`src/rtl/ramb_pkg.sv`:
```
// Shared definitions for the parametrised block-RAM family: write-mode codes and
// the lane-merge helper used to combine old and new words under a per-bit mask.
package ramb_pkg;

  localparam int unsigned WM_WRITE_FIRST = 0;
  localparam int unsigned WM_READ_FIRST  = 1;
  localparam int unsigned WM_NO_CHANGE   = 2;

  // Widest word the merge helper handles; callers size-cast in and out.
  localparam int unsigned MaxWidth = 1024;

  function automatic logic [MaxWidth-1:0] lane_merge(
    input logic [MaxWidth-1:0] old_word,
    input logic [MaxWidth-1:0] new_word,
    input logic [MaxWidth-1:0] bit_mask
  );
    return (old_word & ~bit_mask) | (new_word & bit_mask);
  endfunction

endpackage

```
`src/rtl/ramb_sp_oreg.sv`:
```
// Optional pipelined output register: loads on regce_i, synchronous reset to SRVAL
// also gated by regce_i.
module ramb_sp_oreg #(
  parameter int unsigned           DATA_WIDTH = 4,
  parameter logic [DATA_WIDTH-1:0] SRVAL      = '0
) (
  input  logic                  clk_i,
  input  logic                  rst_i,
  input  logic                  regce_i,
  input  logic [DATA_WIDTH-1:0] d_i,
  output logic [DATA_WIDTH-1:0] q_o
);

  logic [DATA_WIDTH-1:0] q_q = SRVAL;

  always_ff @(posedge clk_i) begin
    if (regce_i) begin
      if (rst_i) begin
        q_q <= SRVAL;
      end else begin
        q_q <= d_i;
      end
    end
  end

  assign q_o = q_q;

endmodule

```
`src/rtl/ramb_sp_param.sv`:
```
// Parametrised single-port synchronous block RAM with per-lane write enables,
// selectable write mode and an optional output register.
module ramb_sp_param
  import ramb_pkg::*;
#(
  parameter int unsigned           DATA_WIDTH = 4,
  parameter int unsigned           ADDR_WIDTH = 10,
  parameter int unsigned           LANE_WIDTH = 4,
  parameter int unsigned           WRITE_MODE = 0,
  parameter int unsigned           DO_REG     = 0,
  parameter logic [DATA_WIDTH-1:0] SRVAL      = '0,
  parameter logic [DATA_WIDTH-1:0] INIT_WORD  = '0
) (
  input  logic                             CLK,
  input  logic                             RST,
  input  logic                             EN,
  input  logic [DATA_WIDTH/LANE_WIDTH-1:0] WE,
  input  logic [ADDR_WIDTH-1:0]            ADDR,
  input  logic [DATA_WIDTH-1:0]            DI,
  input  logic                             REGCE,
  output logic [DATA_WIDTH-1:0]            DO
);

  localparam int unsigned NumLanes = DATA_WIDTH / LANE_WIDTH;
  localparam int unsigned Depth    = 2 ** ADDR_WIDTH;

  if (DATA_WIDTH % LANE_WIDTH != 0) begin : g_err_lane
    $error("DATA_WIDTH must be a multiple of LANE_WIDTH");
  end
  if (WRITE_MODE > 2) begin : g_err_mode
    $error("WRITE_MODE must be 0, 1 or 2");
  end
  if (DO_REG > 1) begin : g_err_doreg
    $error("DO_REG must be 0 or 1");
  end
  if (DATA_WIDTH > MaxWidth) begin : g_err_width
    $error("DATA_WIDTH exceeds lane_merge capacity");
  end

  logic [DATA_WIDTH-1:0] mem_q [Depth] = '{default: INIT_WORD};
  logic [DATA_WIDTH-1:0] dl_q = SRVAL;
  logic [DATA_WIDTH-1:0] dl_d;
  logic [DATA_WIDTH-1:0] rd_word;
  logic [DATA_WIDTH-1:0] wr_mask;
  logic [DATA_WIDTH-1:0] wr_word;
  logic                  wr_any;

  always_comb begin
    wr_mask = '0;
    for (int unsigned i = 0; i < NumLanes; i++) begin
      wr_mask[i*LANE_WIDTH +: LANE_WIDTH] = {LANE_WIDTH{WE[i]}};
    end
  end

  assign wr_any  = |WE;
  assign rd_word = mem_q[ADDR];
  assign wr_word = DATA_WIDTH'(lane_merge(MaxWidth'(rd_word), MaxWidth'(DI),
                                          MaxWidth'(wr_mask)));

  // Reset only touches the output stages, so writes proceed regardless of RST.
  always_ff @(posedge CLK) begin
    if (EN && wr_any) begin
      mem_q[ADDR] <= wr_word;
    end
  end

  always_comb begin
    dl_d = rd_word;
    if (wr_any) begin
      case (WRITE_MODE)
        WM_WRITE_FIRST: dl_d = wr_word;
        WM_READ_FIRST:  dl_d = rd_word;
        default:        dl_d = dl_q;
      endcase
    end
  end

  always_ff @(posedge CLK) begin
    if (EN) begin
      if (RST) begin
        dl_q <= SRVAL;
      end else begin
        dl_q <= dl_d;
      end
    end
  end

  if (DO_REG == 1) begin : g_oreg
    ramb_sp_oreg #(
      .DATA_WIDTH(DATA_WIDTH),
      .SRVAL     (SRVAL)
    ) u_oreg (
      .clk_i  (CLK),
      .rst_i  (RST),
      .regce_i(REGCE),
      .d_i    (dl_q),
      .q_o    (DO)
    );
  end else begin : g_no_oreg
    logic unused_regce;
    assign unused_regce = REGCE;
    assign DO           = dl_q;
  end

endmodule

```
`config.mk`:
```
export PLATFORM = sky130hd
export DESIGN_NAME = ramb_sp_param
export DESIGN_NICKNAME = d
export VERILOG_FILES = /design/src/rtl/ramb_pkg.sv /design/src/rtl/ramb_sp_oreg.sv /design/src/rtl/ramb_sp_param.sv
export SDC_FILE = /design/constraint.sdc
export NUM_CORES = 2
export LEC_CHECK = 0
export CAP_MARGIN = 20
export CORE_ASPECT_RATIO = 1.75
export CORE_MARGIN = 8
export CORE_UTILIZATION = 30
export CTS_CLUSTER_SIZE = 12
export DETAILED_ROUTE_END_ITERATION = 6
export SLEW_MARGIN = 0
export SYNTH_ARGS = -nofsm -noshare
export SYNTH_HDL_FRONTEND = slang
export SYNTH_SLANG_ARGS = --single-unit
```
`constraint.sdc`:
```
create_clock -name CLK -period 66.6 [get_ports CLK]
set_input_delay 13.32 -clock CLK [delete_from_list [all_inputs] [get_ports CLK]]
set_output_delay 13.32 -clock CLK [all_outputs]
set_load 0.02 [all_outputs]
```
==> results summary <==
The net count reported at finish came out at 8,596. In this run, synthesis produced a sequential element count of approximately 4,100. The total of buffers placed on input and output ports came out at 21. The slowest stage of the critical path is the nor3_1 cell.

The type of the worst setup path is in -> reg. The core area is 0.537 sq mm. The final cycle utilization of the critical path is 36.7%.

The leakage power of the design is 55.2 nW. The sum of negative setup slack came out at 0 ns. The number of clock sinks came out at 4,100. The critical path buffer and inverter count came out at 13. IR analysis of the VDD net gives a maximum drop of 25.3 uV.

The synthesis warning total is 0. The insertion delay of the later-clocked pin in the worst-skew pair is 0.96 ns. The congestion estimate from routability-driven global placement came to 0.837. The CTS H-tree depth is 5. In this design, the stage delay of the slowest critical-path cell is 0.98 ns. The CTS buffer count came out at between 300 and 400. The via count of the first global-routing pass came out at around 89,000. The power per unit of standard cell area came out at roughly 29 mW/mm^2. Leaving out fill and tap cells, the most frequent cell in the layout is edfxtp_1. The filler cell count is 50,100. The maximum clock path buffer count came out at 4. The number of gates resized after CTS was 0. The gate count of the mapped netlist is 8,504. After clock tree synthesis, the setup repair step added 0 buffers. The share of synthesized flip-flops with an asynchronous set or reset came out at 0%.

The violation count after the first detailed-route iteration came out at approximately 10,000. The die is 987 microns tall. The final core utilization came out at 33.6%. The pin count of the biggest net entering global routing came out at 212. Broken down by cell family, the worst path's largest delay share belongs to buffers and inverters. The number of enable-type register cells in the synthesized netlist is 4,100.

The vias after detailed routing is 85,900. Detailed placement ended at an HPWL of 309 mm. The kind of start point of the critical path is a primary input. The worst path in the final design needs a cycle of 24.42 ns, including I/O delays and setup. The worst setup path is captured at a flop.

For hold timing, the worst endpoint is DO[1]. In this run the clock root is driven by a clkbuf_16. The signal on the critical path passes through buf_16 -> buf_4 -> buf_4 -> buf_4 -> buf_4 -> buf_4 -> mux4_2 -> a22oi_1 -> nand3_1 -> a211oi_1 -> nor3_1 -> a32o_1 -> nor3_2 -> a21oi_4 -> buf_4 -> buf_12 -> buf_4 -> buf_4 -> buf_4 -> buf_4 -> buf_4.

The initial cell density of the core is 30.1%. The data required time at the worst endpoint is 67.23 ns. After floorplanning, the core was divided into 356 placement rows. The critical register-to-register path endpoint is mem_q[50][1]. The worst-case clock skew is 0.0527 ns.

The routed via count divided by cell count came out at 5.43. The max-slew violation count is 0. Once detail routing completed, the nets flagged for antenna violations numbered 0. Timing would allow up to about 0.041 GHz.

The worst hold margin is 1.43 ns. The final reports fail on DRC. The initial antenna violation count is 37. Once routing completed, OpenROAD measured the worst setup slack at around 42 ns.

The worst reg-to-reg setup slack is 58.01 ns. The final wirelength came out at 521 mm. The synthesis-to-layout area growth is 11.7%. Global routing used 17.9% of the available tracks. The routed length per instance came out at 33.0 microns.

The first-pass GRT wire length came out at around 700 mm. The count of endpoints failing hold in the final timing report is 0. The share of cells above drive strength 1 came out at 16.4%.

TritonCTS built the clock tree. Prior to clock tree synthesis, the placed netlist has a worst setup slack of a little over 40 ns. The post-synthesis sequential area ratio is 76.2%.

The count of different cell masters after synthesis is 81. The worst max-slew margin expressed relative to the limit is a little under a tenth. In this run the cell area of the synthesized design comes to ~0.16 sq mm. The I/O pin count is 23. The launch instance of the worst register-to-register path is mem_q[937][1]. From left edge to right edge, the die measures 571 microns. The run finished, with violations left. The count of final setup violators is 0. Clock-pin slew was measured on the worst setup and hold paths at around 0.060 ns. The first detailed-routing pass took 7 iterations. The worst hold path was traced through 5 stages. The synthesized area per cell came out at between 15 and 20 sq um. After clock tree synthesis, the flow added hold-fix buffers numbering 0. The worst min-delay path class is reg -> reg. The remaining global-route overflow is 0.

The die covers 0.563 sq mm. The endpoint arrival time on the critical path came out at approximately 25 ns. Measured in cells, the most critical reg-to-reg path has a length of 14. Setup repair after global routing left no endpoint under its margin. The transition time of the tightest slew-check pin came out at 1.36 ns. The max-capacitance violation count came out at 0.

The net count after synthesis came out at 8,523. The library cells used most frequently in the layout, excluding fill and tap cells, are edfxtp_1 (4,100), nor2_1 (1,100), mux2i_1 (799). In this run the worst path has a maximum fanout of 88.

For this run, design rule violations remaining after detail routing come to 1. The most used flip-flop cell after synthesis is edfxtp_1. The critical hold path startpoint is mem_q[527][1]. The most common cell type on the critical path is buf_4.
## flip-flops by register name, indices dropped and copies added (netlist names)
register and cells:
mem_q 4096, DO 4
## routing by layer
metal  routed length, microns  share of wire, %  track usage, %
met1                   169000                33            19.2
met2                   266000                51            31.4
met3                    41700               8.0            3.02
met4                    43700               8.4            13.6
met5                      143             0.027               0
## synth_stat cells, drive strengths merged, types with 53 or more instances
cell type,n,area (sq um)
nor4,63,394
clkbuf,236,891
mux4,646,14700
a22oi,178,1350
a21oi,84,420
nand3,53,265
o22ai,344,2150
mux2i,799,8000
nor2,1104,4140
buf,375,2770
nand2,149,559
edfxtp,4100,123000
## worst min-delay path, delay by kind of cell, from the launching register on
family	cells	cell delay (ns)
simple gates	1	0.14
compound gates	3	0.57
flops	1	0.31
mux	1	0.27
## stage by stage
stage,power [mW],std cells,cell area [sq um]
6_report,5.18,15800,180000
5_1_grt,5.28,15800,180000
4_1_cts,5.20,15800,180000
3_5_place_dp,3.30,15300,170000
3_3_place_gp,3.28,15300,170000
2_1_floorplan,3.36,8504,161000
## cell type report
type                    count  area [sq um]  area share (%)
inverters                   8          32.5          0.0180
flip-flops and latches   4100        123000            68.2
diodes                     36          90.1          0.0499
multi-input cells        3784         35400            19.6
clock buffers             392          9750            5.40
well taps                7160          8960            4.97
clock inverters            18           218           0.121
repair buffers            303          2870            1.59
## power breakdown
group | total [mW] | internal, mW | switching, mW
Sequential | 2.91 | 2.91 | 0.000214
Clock | 1.94 | 1.03 | 0.910
Combinational | 0.331 | 0.0804 | 0.251
## cells by family (layout without fill, tap and decap cells)
logic type      after synthesis  count (layout)  share of synthesized area [%]
buf+inv                     620             721                           2.29
simple gates               1512            1512                           3.94
flops                      4100            4100                           76.2
mux                        1457            1457                           14.1
compound gates              815             815                           3.40
other cells                   0              36                              0
## worst max path at each step
stage,from,endpoint,slack [ns],cells after the start
finish,ADDR[1],mem_q[50][1],42.18,21
global placement,ADDR[1],mem_q[36][1],41.65,20
detailed placement,ADDR[1],mem_q[32][1],41.17,20
CTS,ADDR[1],mem_q[43][1],42.16,20
floorplan,ADDR[0],mem_q[0][3],15.74,11
global route,ADDR[1],mem_q[692][1],41.87,21
(Power assumes the default switching activity.)
